===== src/rtl/ltc2324_16_emu.sv =====
// Responder-side emulation of the LTC2324-16 quad-channel serial ADC interface.
// CNV and SCK are oversampled on clk; the sample words come from ch*_in or from an internal ramp.
module ltc2324_16_emu #(
  parameter int          TCONV_CYCLES = 24,
  parameter int          SYNC_STAGES  = 2,
  parameter logic [15:0] RAMP_STEP    = 16'h0001,
  parameter logic [15:0] CH_OFFSET    = 16'h1000
) (
  input  logic        clk,
  input  logic        rst_n,
  input  logic        CNV,
  input  logic        SCK,
  input  logic        pattern_sel,
  input  logic [15:0] ch1_in,
  input  logic [15:0] ch2_in,
  input  logic [15:0] ch3_in,
  input  logic [15:0] ch4_in,
  output logic        CLKOUT,
  output logic        SDO1,
  output logic        SDO2,
  output logic        SDO3,
  output logic        SDO4,
  output logic        busy,
  output logic        frame_done,
  output logic        abort
);

  typedef enum logic [1:0] {IDLE = 2'd0, CONV = 2'd1, SHIFT = 2'd2} state_t;

  localparam int                CNT_W    = (TCONV_CYCLES > 1) ? $clog2(TCONV_CYCLES) : 1;
  localparam logic [CNT_W-1:0] CNT_LAST = CNT_W'(TCONV_CYCLES - 1);

  // Channel N of the ramp pattern sits N-1 offsets above the common ramp, modulo 2^16.
  function automatic logic [15:0] ramp_word(input logic [15:0] base, input logic [1:0] idx);
    return base + CH_OFFSET * 16'(idx);
  endfunction

  logic [SYNC_STAGES-1:0] cnv_sync, sck_sync;
  logic                   cnv_prev, sck_prev;
  logic                   cnv_rise, sck_rise;

  state_t            state, state_n;
  logic [CNT_W-1:0]  cnt, cnt_n;
  logic [3:0]        bit_cnt, bit_n;
  logic [15:0]       ramp, ramp_n;
  logic [3:0][15:0]  sr, sr_n;
  logic [3:0][15:0]  ch_word;
  logic [3:0]        sdo_q, sdo_n;
  logic              busy_n, done_n, abort_n, clkout_n;
  logic              load, last_bit;

  assign ch_word  = {ch4_in, ch3_in, ch2_in, ch1_in};
  assign cnv_rise = cnv_sync[SYNC_STAGES-1] & ~cnv_prev;
  assign sck_rise = sck_sync[SYNC_STAGES-1] & ~sck_prev;

  // Input synchronizers plus one edge-detect flop
  always_ff @(posedge clk or negedge rst_n) begin
    if (!rst_n) begin
      cnv_sync <= '0;
      sck_sync <= '0;
      cnv_prev <= 1'b0;
      sck_prev <= 1'b0;
    end else begin
      cnv_sync <= {cnv_sync[SYNC_STAGES-2:0], CNV};
      sck_sync <= {sck_sync[SYNC_STAGES-2:0], SCK};
      cnv_prev <= cnv_sync[SYNC_STAGES-1];
      sck_prev <= sck_sync[SYNC_STAGES-1];
    end
  end

  always_comb begin
    state_n  = state;
    cnt_n    = cnt;
    bit_n    = bit_cnt;
    ramp_n   = ramp;
    sr_n     = sr;
    busy_n   = busy;
    done_n   = 1'b0;
    abort_n  = 1'b0;
    load     = 1'b0;
    last_bit = 1'b0;

    case (state)
      IDLE: load = cnv_rise;
      CONV: begin
        if (cnt == CNT_LAST) begin
          busy_n  = 1'b0;
          bit_n   = '0;
          state_n = SHIFT;
        end else begin
          cnt_n = cnt + 1'b1;
        end
      end
      SHIFT: begin
        last_bit = sck_rise && (bit_cnt == 4'd15);
        if (sck_rise) begin
          for (int i = 0; i < 4; i++) sr_n[i] = {sr[i][14:0], 1'b0};
          bit_n = bit_cnt + 4'd1;
        end
        if (last_bit) begin
          done_n  = 1'b1;
          ramp_n  = ramp + RAMP_STEP;
          state_n = IDLE;
        end
        // A CNV edge on the final bit completes the frame first, so it is not an abort.
        if (cnv_rise) begin
          abort_n = ~last_bit;
          load    = 1'b1;
        end
      end
      default: state_n = IDLE;
    endcase

    if (load) begin
      for (int i = 0; i < 4; i++)
        sr_n[i] = pattern_sel ? ramp_word(ramp_n, 2'(i)) : ch_word[i];
      cnt_n   = '0;
      bit_n   = '0;
      busy_n  = 1'b1;
      state_n = CONV;
    end

    for (int i = 0; i < 4; i++) sdo_n[i] = (state_n == SHIFT) & sr_n[i][15];
    // SCK as sampled while shifting, so the 16th pulse is still echoed as the frame closes.
    clkout_n = (state == SHIFT) & sck_sync[SYNC_STAGES-1];
  end

  // State and output registers
  always_ff @(posedge clk or negedge rst_n) begin
    if (!rst_n) begin
      state      <= IDLE;
      cnt        <= '0;
      bit_cnt    <= '0;
      ramp       <= '0;
      sr         <= '0;
      sdo_q      <= '0;
      busy       <= 1'b0;
      frame_done <= 1'b0;
      abort      <= 1'b0;
      CLKOUT     <= 1'b0;
    end else begin
      state      <= state_n;
      cnt        <= cnt_n;
      bit_cnt    <= bit_n;
      ramp       <= ramp_n;
      sr         <= sr_n;
      sdo_q      <= sdo_n;
      busy       <= busy_n;
      frame_done <= done_n;
      abort      <= abort_n;
      CLKOUT     <= clkout_n;
    end
  end

  assign SDO1 = sdo_q[0];
  assign SDO2 = sdo_q[1];
  assign SDO3 = sdo_q[2];
  assign SDO4 = sdo_q[3];

endmodule


===== config.mk =====
export PLATFORM = sky130hd
export DESIGN_NAME = ltc2324_16_emu
export DESIGN_NICKNAME = d
export VERILOG_FILES = /design/src/rtl/ltc2324_16_emu.sv
export SDC_FILE = /design/constraint.sdc
export NUM_CORES = 1
export LEC_CHECK = 0
export ABC_CLOCK_PERIOD_IN_PS = 3350
export BUFFER_PORTS_ARGS = -buffer_cell sky130_fd_sc_hd__buf_2
export CAP_MARGIN = 20
export CORE_ASPECT_RATIO = 0.9
export CORE_MARGIN = 3
export CORE_UTILIZATION = 35
export CTS_BUF_LIST = sky130_fd_sc_hd__clkbuf_16
export DETAILED_ROUTE_END_ITERATION = 10
export GPL_TIMING_DRIVEN = 0
export SLEW_MARGIN = 20
export SYNTH_ARGS = -nofsm -noshare
export SYNTH_HDL_FRONTEND = slang
export SYNTH_SLANG_ARGS = --single-unit
export TNS_END_PERCENT = 50

===== constraint.sdc =====
create_clock -name clk -period 3.35 [get_ports clk]
set_clock_uncertainty 0.2 [all_clocks]
set_input_delay 0.335 -clock clk [delete_from_list [all_inputs] [get_ports clk]]
set_output_delay 0.335 -clock clk [all_outputs]
set_load 0.05 [all_outputs]

==> summary.txt, run 1 <==
Power
  – Overall power of the completed layout: 3.944 mW
  – Share of total power in sequential cells: 0.498
  – Portion of total power attributed to the clock network: 0.272
  – Switching part of the total: 0.3211
  – Sw Pwr: 1.266 mW
  – Total power density per cell area: 649.2 nW/µm²
  – Cell leakage power: 2.830 nW
  – Internal power: 2.677 mW
  – Power share of the combinational group: 0.231
  – Highest ir drop seen on vdd: 0.0002718 V

Die
  – Initial cell density of the core: 0.3597
  – Number of rows in the core area: 41
  – I/O pin count: 77
  – Die Footprint: 15980 µm²
  – DIE HEIGHT: 120.2 µm
  – Width of the die: 132.9 µm
  – Core region area: 14110 µm²

Clocking
  – Total number of H-tree levels: 3
  – Sink count of the clock tree: 105
  – CTS tree: built
  – Clock edge transition at the registers on the reported setup and hold paths: 70 ps
  – Setup repair bufs after CTS: 0
  – Root cell of the clock tree: clkbuf_16
  – Buffer depth of the longest clock path: 2
  – Number of CTS-inserted buffers: 9
  – Insertion delay of the later-clocked pin in the worst-skew pair: 360 ps

Cells and area
  – Share of cells above drive strength 1: 0.1833
  – Synth-to-layout area growth: 19.70%
  – Core occupancy in the finished layout: 0.4306
  – Ant. Diodes: 0
  – FILL cells: 1403
  – Final #Nets: 683

GRT
  – Antenna violations before repair: 0
  – Layer with the highest usage: met2
  – Global-route wire length before repair: 23590 µm
  – Met2 Use GR: 0.2900
  – Met1 track demand over resource in global routing: 0.2733
  – Largest net degree at the start of global routing: 57
  – Global-route met3 utilization: 0.04409
  – Number of global-route vias before repair: 4301
  – Total gr overflow: 0
  – All-layer global routing usage: 0.1917

Hold path
  – Hold/Removal Path Class: input port to flop
  – Hold wc startpoint: ch3_in[10]
  – Hold endpoint: sr[42]$_DFFE_PN0P_
  – Hold Path Cell Cnt: 3

Setup path
  – CP dominant cell by count: ha_1
  – CP Buf/Inv Count: 2
  – Slowest stage delay, CP: 390 ps
  – Reg-to-reg critical path startpoint: bit_cnt[0]$_DFFE_PN0P_
  – Critical path launch point: bit_cnt[0]$_DFFE_PN0P_
  – Crit path max-delay cell type: dfrtp_1
  – Endpoint arrival time on the critical path: 3220 ps
  – Depth of the worst register-to-register path: 12
  – Critical Setup Path Class: flop to flop
  – Cell-by-cell listing of the critical path: ha_1 -> nand3_2 -> or3_1 -> buf_2 -> nor2_1 -> xnor2_2 -> inv_1 -> ha_1 -> a31o_2 -> nor4_2 -> xnor2_1 -> o31ai_1
  – Cell family contributing the most delay on the critical path: simple AND/OR/NAND/NOR gates
  – End of the worst register-to-register path: sr[63]$_DFF_PN0_
  – Worst reg-to-reg setup slack: 180 ps
  – Largest fanout on the critical path: 6
  – Endpoint class of the critical path: flop
  – Data required time at the worst endpoint: 3400 ps
  – Worst Setup Start Kind: flop

STA
  – Final setup vio count: 0
  – Actual transition at the worst max-transition pin: 747.4 ps
  – Final critical-path share of the clock period: 0.9465
  – Maximum achievable frequency: 315.4 MHz
  – Worst rel slew slack: 0.4979
  – Pins Over Slew Limit: 0
  – Setup TNS: 0 ps
  – Setup repair after global routing missed its margin: false
  – Hold Fails Final Rpt: 0
  – Crit path time final: 3171 ps

Routing
  – Total detailed-routing wirelength: 15040 µm
  – Via Count: 4377
  – First-pass iteration count of the detailed router: 5
  – Average routed wire per standard cell: 18.70 µm
  – Vias per inst: 5.444
  – Initial DRC count: 350
  – DRC violation count after routing: 0
  – Antenna violation net count after detailed routing: 0

Logic synthesis
  – Share of the yosys chip area belonging to registers: 0.5178
  – Number of enable-type register cells in the synthesized netlist: 0
  – Number of unique standard cell types used by synthesis: 47
  – Proportion of synthesized flip-flops having asynchronous set or reset: 1.000
  – FF+latch count, synth: 105
  – Top_reg_cell synth: dfrtp_1
  – Post-synthesis instance area: 5075 µm²
  – Synth Area per Inst: 9.854 µm²
  – Synthesized netlist net count: 592
  – Count of warnings emitted by yosys: 0
  – Post-Syn Instances: 515

Placement
  – Placed wire-length estimate: 11110 µm
  – Port buffer count: 76
  – Final GP Congestion: 0.8784

Run
  – Maximum Capacitance Violations: 0

Run status
  – Result of the run: finished, final reports clean
==> repair_timing <==
| item | 4_1_cts | 5_1_grt |
|---|---|---|
| pin swaps | 0 | 0 |
| endpoints found under the hold margin | 51 | 0 |
| hold buffers | 3 | 0 |
| gates resized for setup | 1 | 2 |
| endpoints found under the setup margin | 1 | 1 |
==> worst min-delay path, cell delays in order <==
cell     delay (ps)
buf_2           100
nand2_1          50
a32oi_1          40
==> through the flow <==
stage	instances	setup WS [ps]	instance area, µm²	hold WS (ps)
floorplan	515	507.4	5075	-160.6
global placement	784	65.72	5697	135.8
detailed placement	785	14.94	5731	130.6
CTS	804	60.33	6063	10.20
global route	804	21.39	6075	9.962
finish	804	179.3	6075	12.70
==> Yosys cell counts (2+ instances only) <==
cell type / instances / share of area
a21o_1: 9 / 0.013
and3_1: 6 / 0.0074
nand2b_1: 3 / 0.0037
xnor3_1: 2 / 0.0089
or2_2: 5 / 0.0062
o21ai_0: 29 / 0.029
dfrtp_1: 105 / 0.52
xnor2_1: 8 / 0.014
and2_1: 3 / 0.0037
nor4_1: 3 / 0.0037
xor2_1: 14 / 0.024
nor3_1: 5 / 0.0049
buf_1: 2 / 0.0015
ha_1: 8 / 0.020
a21oi_1: 49 / 0.048
mux2i_1: 30 / 0.059
nor2_1: 40 / 0.030
nand4_1: 5 / 0.0062
o22ai_1: 16 / 0.020
o31ai_1: 4 / 0.0059
buf_2: 5 / 0.0049
inv_1: 8 / 0.0059
clkbuf_1: 26 / 0.019
o21ai_1: 2 / 0.0020
nor3_2: 2 / 0.0039
o211ai_1: 13 / 0.019
a22oi_1: 4 / 0.0059
a31oi_1: 6 / 0.0074
nand3_1: 10 / 0.0099
nand2_1: 69 / 0.051
a32oi_1: 8 / 0.014
==> kinds of logic (layout without fill, tap and decap cells) <==
kind of cell	Yosys count	count (layout)	share of synthesized area
AND/OR/NAND/NOR	158	158	0.1455
AO/OA/AOI/OAI	148	148	0.1773
flip-flops	105	105	0.5178
buffers and inverters	41	137	0.03156
multiplexers	31	31	0.06139
XOR/XNOR	24	24	0.04684
adder cells (fa/ha/maj)	8	8	0.01972
==> power groups by stage <==
stage / sequential (mW) / clock (mW) / combinational, mW
after floorplan: 1.90 / 0 / 0.634
final: 1.96 / 1.07 / 0.910
after global routing: 2.01 / 1.14 / 1.04
after global placement: 1.96 / 0 / 0.862
after detailed placement: 1.97 / 0 / 0.911
after CTS: 1.95 / 1.10 / 0.915
==> sequential cells by signal, indices dropped and copies added, names as in the netlist <==
signal,cells
state,2
CLKOUT,1
cnv_prev,1
frame_done,1
sdo_q,4
busy,1
sr,64
ramp,16
abort,1
sck_prev,1
bit_cnt,4
sck_sync,2
cnt,5
cnv_sync,2
==> final cells by class <==
type,count,area [µm²],share of cell area
Clock buffer,9,225.2,0.03708
Buffer,33,130.1,0.02142
Clock inverter,7,70.07,0.01153
Multi-Input combinational cell,369,2306,0.3796
Tap cell,193,241.5,0.03975
Timing Repair Buffer,80,444.2,0.07312
Sequential cell,105,2628,0.4325
Inverter,8,30.03,0.004943
==> layer usage <==
layer  share of wire  up-vias
li1                -     2025
met1            0.45     2163
met2            0.46      169
met3           0.067       20
met4           0.019        0
met5               0        -
==> how the worst max path moves through the flow <==
stage                     slack, ps                to  cells past startpoint
final                           180  sr[63]$_DFF_PN0_                     12
after floorplan                 510  sr[63]$_DFF_PN0_                     12
after global routing             20  sr[63]$_DFF_PN0_                     11
after global placement           70  sr[63]$_DFF_PN0_                     12
after CTS                        60  sr[63]$_DFF_PN0_                     12
after detailed placement         10  sr[63]$_DFF_PN0_                     12
==> cell usage in the layout (no fill, tap or decap), drive strengths merged, types with 10 or more instances in the layout <==
cell type	count
inv	10
nand3	10
buf	84
mux2i	30
clkbuf	35
xor2	14
o21ai	32
nor2	40
dfrtp	105
nand2	69
a21oi	49
o22ai	16
o211ai	13
(Power assumes the default switching activity.)
==> inputs of run 2 (changes only) <==
ABC_CLOCK_PERIOD_IN_PS = 4030   (was 3350)
clock period = 4.03 ns   (was 3.35 ns; I/O delays follow)
==> summary.txt, run 2 (synthesized netlist as in run 1, its figures left out) <==
Run status
  – Result of the run: finished, final reports clean (unchanged)

Setup path
  – Crit path max-delay cell type: or3_1 (was dfrtp_1)
  – Endpoint arrival time on the critical path: 3430 ps (was 3220 ps)
  – Largest fanout on the critical path: 6 (unchanged)
  – Cell-by-cell listing of the critical path: ha_1 -> nand3_1 -> or3_1 -> buf_2 -> nor2_1 -> xnor2_1 -> inv_1 -> ha_1 -> a31o_2 -> nor4_1 -> xnor2_1 -> o31ai_1 (was ha_1 -> nand3_2 -> or3_1 -> buf_2 -> nor2_1 -> xnor2_2 -> inv_1 -> ha_1 -> a31o_2 -> nor4_2 -> xnor2_1 -> o31ai_1)
  – Slowest stage delay, CP: 400 ps (was 390 ps)
  – Critical Setup Path Class: flop to flop (unchanged)
  – CP Buf/Inv Count: 2 (unchanged)
  – Data required time at the worst endpoint: 4080 ps (was 3400 ps)
  – Worst Setup Start Kind: flop (unchanged)
  – Endpoint class of the critical path: flop (unchanged)
  – Reg-to-reg critical path startpoint: bit_cnt[0]$_DFFE_PN0P_ (unchanged)
  – End of the worst register-to-register path: sr[63]$_DFF_PN0_ (unchanged)
  – Depth of the worst register-to-register path: 12 (unchanged)
  – Worst reg-to-reg setup slack: 650 ps (was 180 ps)
  – Cell family contributing the most delay on the critical path: simple AND/OR/NAND/NOR gates (unchanged)

Die
  – DIE HEIGHT: 120.2 µm (unchanged)
  – Initial cell density of the core: 0.3597 (unchanged)
  – Core region area: 14110 µm² (unchanged)
  – Width of the die: 132.9 µm (unchanged)
  – I/O pin count: 77 (unchanged)
  – Number of rows in the core area: 41 (unchanged)
  – Die Footprint: 15980 µm² (unchanged)

Placement
  – Port buffer count: 76 (unchanged)
  – Placed cell count: 785 (unchanged)
  – Placed wire-length estimate: 11110 µm (unchanged)
  – Final GP Congestion: 0.8784 (unchanged)
  – Placement Cell Area: 5731 µm² (unchanged)
  – Pre-CTS worst setup slack: 694.9 ps (was 14.94 ps)

STA
  – Setup TNS: 0 ps (unchanged)
  – Maximum achievable frequency: 296.3 MHz (was 315.4 MHz)
  – Final critical-path share of the clock period: 0.8375 (was 0.9465)
  – Setup repair after global routing missed its margin: false (unchanged)
  – Hold Fails Final Rpt: 0 (unchanged)
  – Crit path time final: 3375 ps (was 3171 ps)
  – Final setup vio count: 0 (unchanged)
  – Final setup margin: 654.8 ps (was 179.3 ps)
  – Actual transition at the worst max-transition pin: 744.7 ps (was 747.4 ps)
  – Worst rel slew slack: 0.4997 (was 0.4979)
  – Pins Over Slew Limit: 0 (unchanged)

Cells and area
  – Synth-to-layout area growth: 19.33% (was 19.70%)
  – Leading cell types in the layout, fill and taps excluded: dfrtp_1, buf_2, nand2_1 (unchanged)
  – Reg with most FFs: sr (unchanged)
  – Biggest registers after layout: sr x64, ramp x16, cnt x5 (unchanged)
  – Most common cell after layout, fill and taps aside: dfrtp_1 (unchanged)
  – Share of cells above drive strength 1: 0.1784 (was 0.1833)
  – Max reg flops: 64 (unchanged)
  – Final #Nets: 683 (unchanged)
  – Post-route insts no fill: 804 (unchanged)
  – Ant. Diodes: 0 (unchanged)
  – Area of all placed cells without fillers: 6056 µm² (was 6075 µm²)

Clocking
  – Clock edge transition at the registers on the reported setup and hold paths: 70 ps (about the same)
  – Setup repair bufs after CTS: 0 (unchanged)
  – Buffer depth of the longest clock path: 2 (unchanged)
  – Insertion delay of the later-clocked pin in the worst-skew pair: 360 ps (about the same)
  – Total number of H-tree levels: 3 (unchanged)
  – Hold-fix buffers, CTS: 3 (unchanged)
  – Root cell of the clock tree: clkbuf_16 (unchanged)
  – Sink count of the clock tree: 105 (unchanged)
  – Cells resized by post-CTS repair: 0 (was 1)
  – CTS tree: built (unchanged)
  – Number of CTS-inserted buffers: 9 (unchanged)

Routing
  – Via Count: 4388 (was 4377)
  – Antenna violation net count after detailed routing: 0 (unchanged)
  – Initial DRC count: 379 (was 350)
  – DRC violation count after routing: 0 (unchanged)
  – Vias per inst: 5.458 (was 5.444)
  – Total detailed-routing wirelength: 15000 µm (was 15040 µm)
  – First-pass iteration count of the detailed router: 5 (unchanged)
  – Average routed wire per standard cell: 18.65 µm (was 18.70 µm)

GRT
  – Antenna violations before repair: 0 (unchanged)
  – Number of global-route vias before repair: 4301 (unchanged)
  – All-layer global routing usage: 0.1917 (about the same)
  – Total gr overflow: 0 (unchanged)
  – Global-route wire length before repair: 23590 µm (unchanged)
  – Largest net degree at the start of global routing: 57 (unchanged)

Power
  – Cell leakage power: 2.828 nW (was 2.830 nW)
  – Highest ir drop seen on vdd: 0.0002276 V (was 0.0002718 V)
  – Total power density per cell area: 541.0 nW/µm² (was 649.2 nW/µm²)
  – Overall power of the completed layout: 3.276 mW (was 3.944 mW)

Run
  – Maximum Capacitance Violations: 0 (unchanged)

Hold path
  – Hold endpoint: sr[42]$_DFFE_PN0P_ (unchanged)
  – Hold/Removal Path Class: input port to flop (unchanged)
  – Hold wc startpoint: ch3_in[10] (unchanged)
  – Hold Path Cell Cnt: 3 (unchanged)
==> run 2: changes by cell type in the layout (fill, tap and decap cells not counted) <==
cell / change
xnor2_1: +1
nor4_2: -1
nand3_2: -1
nand3_1: +1
nor4_1: +1
xnor2_2: -1
==> run 2: worst max path at each step <==
stage,cells past startpoint,from,slack (ps),to
2_1_floorplan,12,bit_cnt[0]$_DFFE_PN0P_,1190,sr[63]$_DFF_PN0_
3_3_place_gp,12,bit_cnt[0]$_DFFE_PN0P_,750,sr[63]$_DFF_PN0_
3_5_place_dp,12,bit_cnt[0]$_DFFE_PN0P_,690,sr[63]$_DFF_PN0_
4_1_cts,12,bit_cnt[0]$_DFFE_PN0P_,670,sr[63]$_DFF_PN0_
5_1_grt,12,bit_cnt[0]$_DFFE_PN0P_,460,sr[63]$_DFF_PN0_
6_report,12,bit_cnt[0]$_DFFE_PN0P_,650,sr[63]$_DFF_PN0_
==> run 2: routing by layer <==
layer,vias to the layer above,GRT usage,share of wire
li1,2021,-,-
met1,2154,0.2732,0.45
met2,192,0.2900,0.46
met3,21,0.04409,0.070
met4,0,0.06299,0.021
met5,-,0,0
==> run 2: worst reg2reg max path: stages, from the launching register on <==
cell     delay (ps)
dfrtp_1         390
ha_1            200
nand3_1         230
or3_1           400
buf_2           170
nor2_1          140
xnor2_1         270
inv_1           160
ha_1            270
a31o_2          220
nor4_1          220
xnor2_1         140
o31ai_1         260
==> run 2: power breakdown <==
part	switching [mW]	leakage [nW]	internal, mW
Clock	0.408	0.151	0.482
Sequential	0.220	1.32	1.41
Combinational	0.423	1.36	0.334
Total	1.05	2.83	2.23
==> run 2: area by class of cell <==
type	count	area, µm²
buffer	33	130.1
inverter	8	30.03
multi-input combinational	369	2287
sequential	105	2628
clock buffer	9	225.2
clock inverter	7	70.07
timing repair buffer	80	444.2
tap	193	241.5
fill	1407	8051
==> run 2: metrics by stage <==
step | util | hold WS, ps
final | 0.4293 | 81.38
after global routing | 0.4293 | 77.96
after CTS | 0.4293 | 78.20
after detailed placement | 0.4062 | 136.4
after global placement | 0.4038 | 135.8
after floorplan | - | -92.59
==> inputs of run 3 (changes only) <==
ABC_CLOCK_PERIOD_IN_PS = 2900   (was 4030)
clock period = 2.9 ns   (was 4.03 ns; I/O delays follow)
==> summary.txt, run 3 (synthesized netlist as in run 1, its figures left out) <==
Run status
  – Result of the run: finished, final reports clean (unchanged)

STA
  – Tightest hold margin: 11.15 ps (was 81.38 ps)
  – Setup TNS: 0 ps (unchanged)
  – Maximum achievable frequency: 352.0 MHz (was 296.3 MHz)
  – Final setup margin: 59.02 ps (was 654.8 ps)
  – Actual transition at the worst max-transition pin: 744.3 ps (was 744.7 ps)
  – Pins Over Slew Limit: 0 (unchanged)
  – Hold Fails Final Rpt: 0 (unchanged)
  – Final critical-path share of the clock period: 0.9797 (was 0.8375)
  – Crit path time final: 2841 ps (was 3375 ps)
  – Final setup vio count: 0 (unchanged)
  – Worst rel slew slack: 0.5000 (was 0.4997)
  – Setup repair after global routing missed its margin: true (was false)

Setup path
  – Endpoint class of the critical path: flop (unchanged)
  – Depth of the worst register-to-register path: 12 (unchanged)
  – Data required time at the worst endpoint: 2950 ps (was 4080 ps)
  – Endpoint arrival time on the critical path: 2890 ps (was 3430 ps)
  – Critical Setup Path Class: flop to flop (unchanged)
  – Worst Setup Start Kind: flop (unchanged)
  – Largest fanout on the critical path: 4 (was 6)

Hold path
  – Hold/Removal Path Class: input port to flop (unchanged)
  – Hold Path Cell Cnt: 3 (unchanged)

Cells and area
  – Final #Nets: 722 (was 683)
  – Share of cells above drive strength 1: 0.2215 (was 0.1784)
  – Ant. Diodes: 0 (unchanged)
  – Post-route insts no fill: 843 (was 804)
  – Leading cell types in the layout, fill and taps excluded: dfrtp_1, buf_2, nand2_1 (unchanged)
  – Max reg flops: 64 (unchanged)
  – Synth-to-layout area growth: 29.04% (was 19.33%)
  – FILL cells: 1376 (was 1407)
  – Biggest registers after layout: sr x64, ramp x16, cnt x5 (unchanged)
  – Reg with most FFs: sr (unchanged)
  – Most common cell after layout, fill and taps aside: dfrtp_1 (unchanged)

Placement
  – Placed cell count: 785 (unchanged)
  – Port buffer count: 76 (unchanged)
  – Final GP Congestion: 0.8784 (unchanged)
  – Placed wire-length estimate: 11110 µm (unchanged)
  – Pre-CTS worst setup slack: -435.1 ps (was 694.9 ps)

GRT
  – Number of global-route vias before repair: 4463 (was 4301)
  – Total gr overflow: 0 (unchanged)
  – Largest net degree at the start of global routing: 57 (unchanged)
  – All-layer global routing usage: 0.1965 (was 0.1917)
  – Global-route wire length before repair: 24230 µm (was 23590 µm)
  – Antenna violations before repair: 0 (unchanged)

Routing
  – DRC violation count after routing: 0 (unchanged)
  – Vias per inst: 5.375 (was 5.458)
  – Initial DRC count: 427 (was 379)
  – Total detailed-routing wirelength: 15670 µm (was 15000 µm)
  – Via Count: 4531 (was 4388)
  – First-pass iteration count of the detailed router: 5 (unchanged)
  – Antenna violation net count after detailed routing: 0 (unchanged)
  – Average routed wire per standard cell: 18.58 µm (was 18.65 µm)

Power
  – Share of total power in sequential cells: 0.493 (was 0.497)
  – Cell leakage power: 3.044 nW (was 2.828 nW)
  – Sw Pwr: 1.478 mW (was 1.051 mW)
  – Highest ir drop seen on vdd: 0.0003245 V (was 0.0002276 V)
  – Power share of the combinational group: 0.238 (was 0.231)
  – Overall power of the completed layout: 4.604 mW (was 3.276 mW)
  – Internal power: 3.126 mW (was 2.225 mW)
  – Switching part of the total: 0.3209 (was 0.3208)
  – Portion of total power attributed to the clock network: 0.269 (was 0.272)
  – Total power density per cell area: 703.0 nW/µm² (was 541.0 nW/µm²)

Die
  – DIE HEIGHT: 120.2 µm (unchanged)
  – Width of the die: 132.9 µm (unchanged)
  – I/O pin count: 77 (unchanged)
  – Initial cell density of the core: 0.3597 (unchanged)
  – Core region area: 14110 µm² (unchanged)
  – Number of rows in the core area: 41 (unchanged)
  – Die Footprint: 15980 µm² (unchanged)

Clocking
  – Total number of H-tree levels: 3 (unchanged)
  – Number of CTS-inserted buffers: 9 (unchanged)
  – Clock edge transition at the registers on the reported setup and hold paths: 70 ps (about the same)
  – Buffer depth of the longest clock path: 2 (unchanged)
  – CTS tree: built (unchanged)
  – Sink count of the clock tree: 105 (unchanged)
  – Insertion delay of the later-clocked pin in the worst-skew pair: 360 ps (about the same)
  – Root cell of the clock tree: clkbuf_16 (unchanged)

Run
  – Maximum Capacitance Violations: 0 (unchanged)
==> run 3: cell types whose count changed in the layout (fill, tap and decap cells not counted), sizes merged <==
cell,delta
dlygate4sd3,+21
buf,+18
==> run 3: critical path, stage by stage, from the launching register on <==
cell and delay, ps:
dfrtp_1 400, ha_4 180, nand3_4 90, or3_4 400, buf_6 130, nor2_4 150, xnor2_4 160, ha_2 240
nand2b_1 100, nor4_4 200, nor4_4 90, xnor2_1 150, o31ai_1 260
==> run 3: repair_timing <==
action	in CTS	in global routing
gates resized for setup	17	10
pin swaps	9	8
setup endpoints to repair	4	3
hold buffers	23	1
hold endpoints to repair	71	1
setup buffers	11	7
==> run 3: layout make-up <==
class	count	area, µm²	share of cell area
Sequential cell	105	2630	0.4016
Multi-Input combinational cell	369	2426	0.3705
Timing Repair Buffer	119	789.5	0.1206
Tap cell	193	241.5	0.03687
Clock buffer	9	225.2	0.03439
Buffer	33	136.4	0.02083
Clock inverter	7	70.07	0.01070
Inverter	8	30.03	0.004585
==> run 3: metal layers <==
layer  routed length, µm  global-route usage  share of wire  vias up
li1                    -                   -              -     2099
met1                7178              0.2762           0.46     2246
met2                7294              0.3020           0.47      165
met3                 877             0.04326          0.056       21
met4                 315             0.06688          0.020        0
met5                   0                   0              0        -
==> run 3: worst paths after layout <==
kind                                         from                     to  slack, ps
setup / recovery           bit_cnt[0]$_DFFE_PN0P_       sr[63]$_DFF_PN0_         60
hold / removal                         ch1_in[12]     sr[12]$_DFFE_PN0P_         10
setup reg to reg           bit_cnt[0]$_DFFE_PN0P_       sr[63]$_DFF_PN0_         60
hold reg to reg             sck_sync[0]$_DFF_PN0_  sck_sync[1]$_DFF_PN0_        150
max in group asynchronous                   rst_n     sr[45]$_DFFE_PN0P_       1610
min in group asynchronous                   rst_n     sr[21]$_DFFE_PN0P_        240
==> run 3: power by group through the flow <==
stage          combinational (mW)  sequential [mW]  clock [mW]
2_1_floorplan               0.733             2.20           0
3_3_place_gp                0.995             2.26           0
3_5_place_dp                 1.05             2.28           0
4_1_cts                      1.10             2.26        1.27
5_1_grt                      1.25             2.32        1.32
6_report                     1.10             2.27        1.24
==> run 3: stage by stage <==
step	utilization	area, µm²
3_5_place_dp	0.4062	5731
4_1_cts	0.4563	6437
5_1_grt	0.4642	6549
3_3_place_gp	0.4038	5697
2_1_floorplan	-	5075
6_report	0.4642	6549
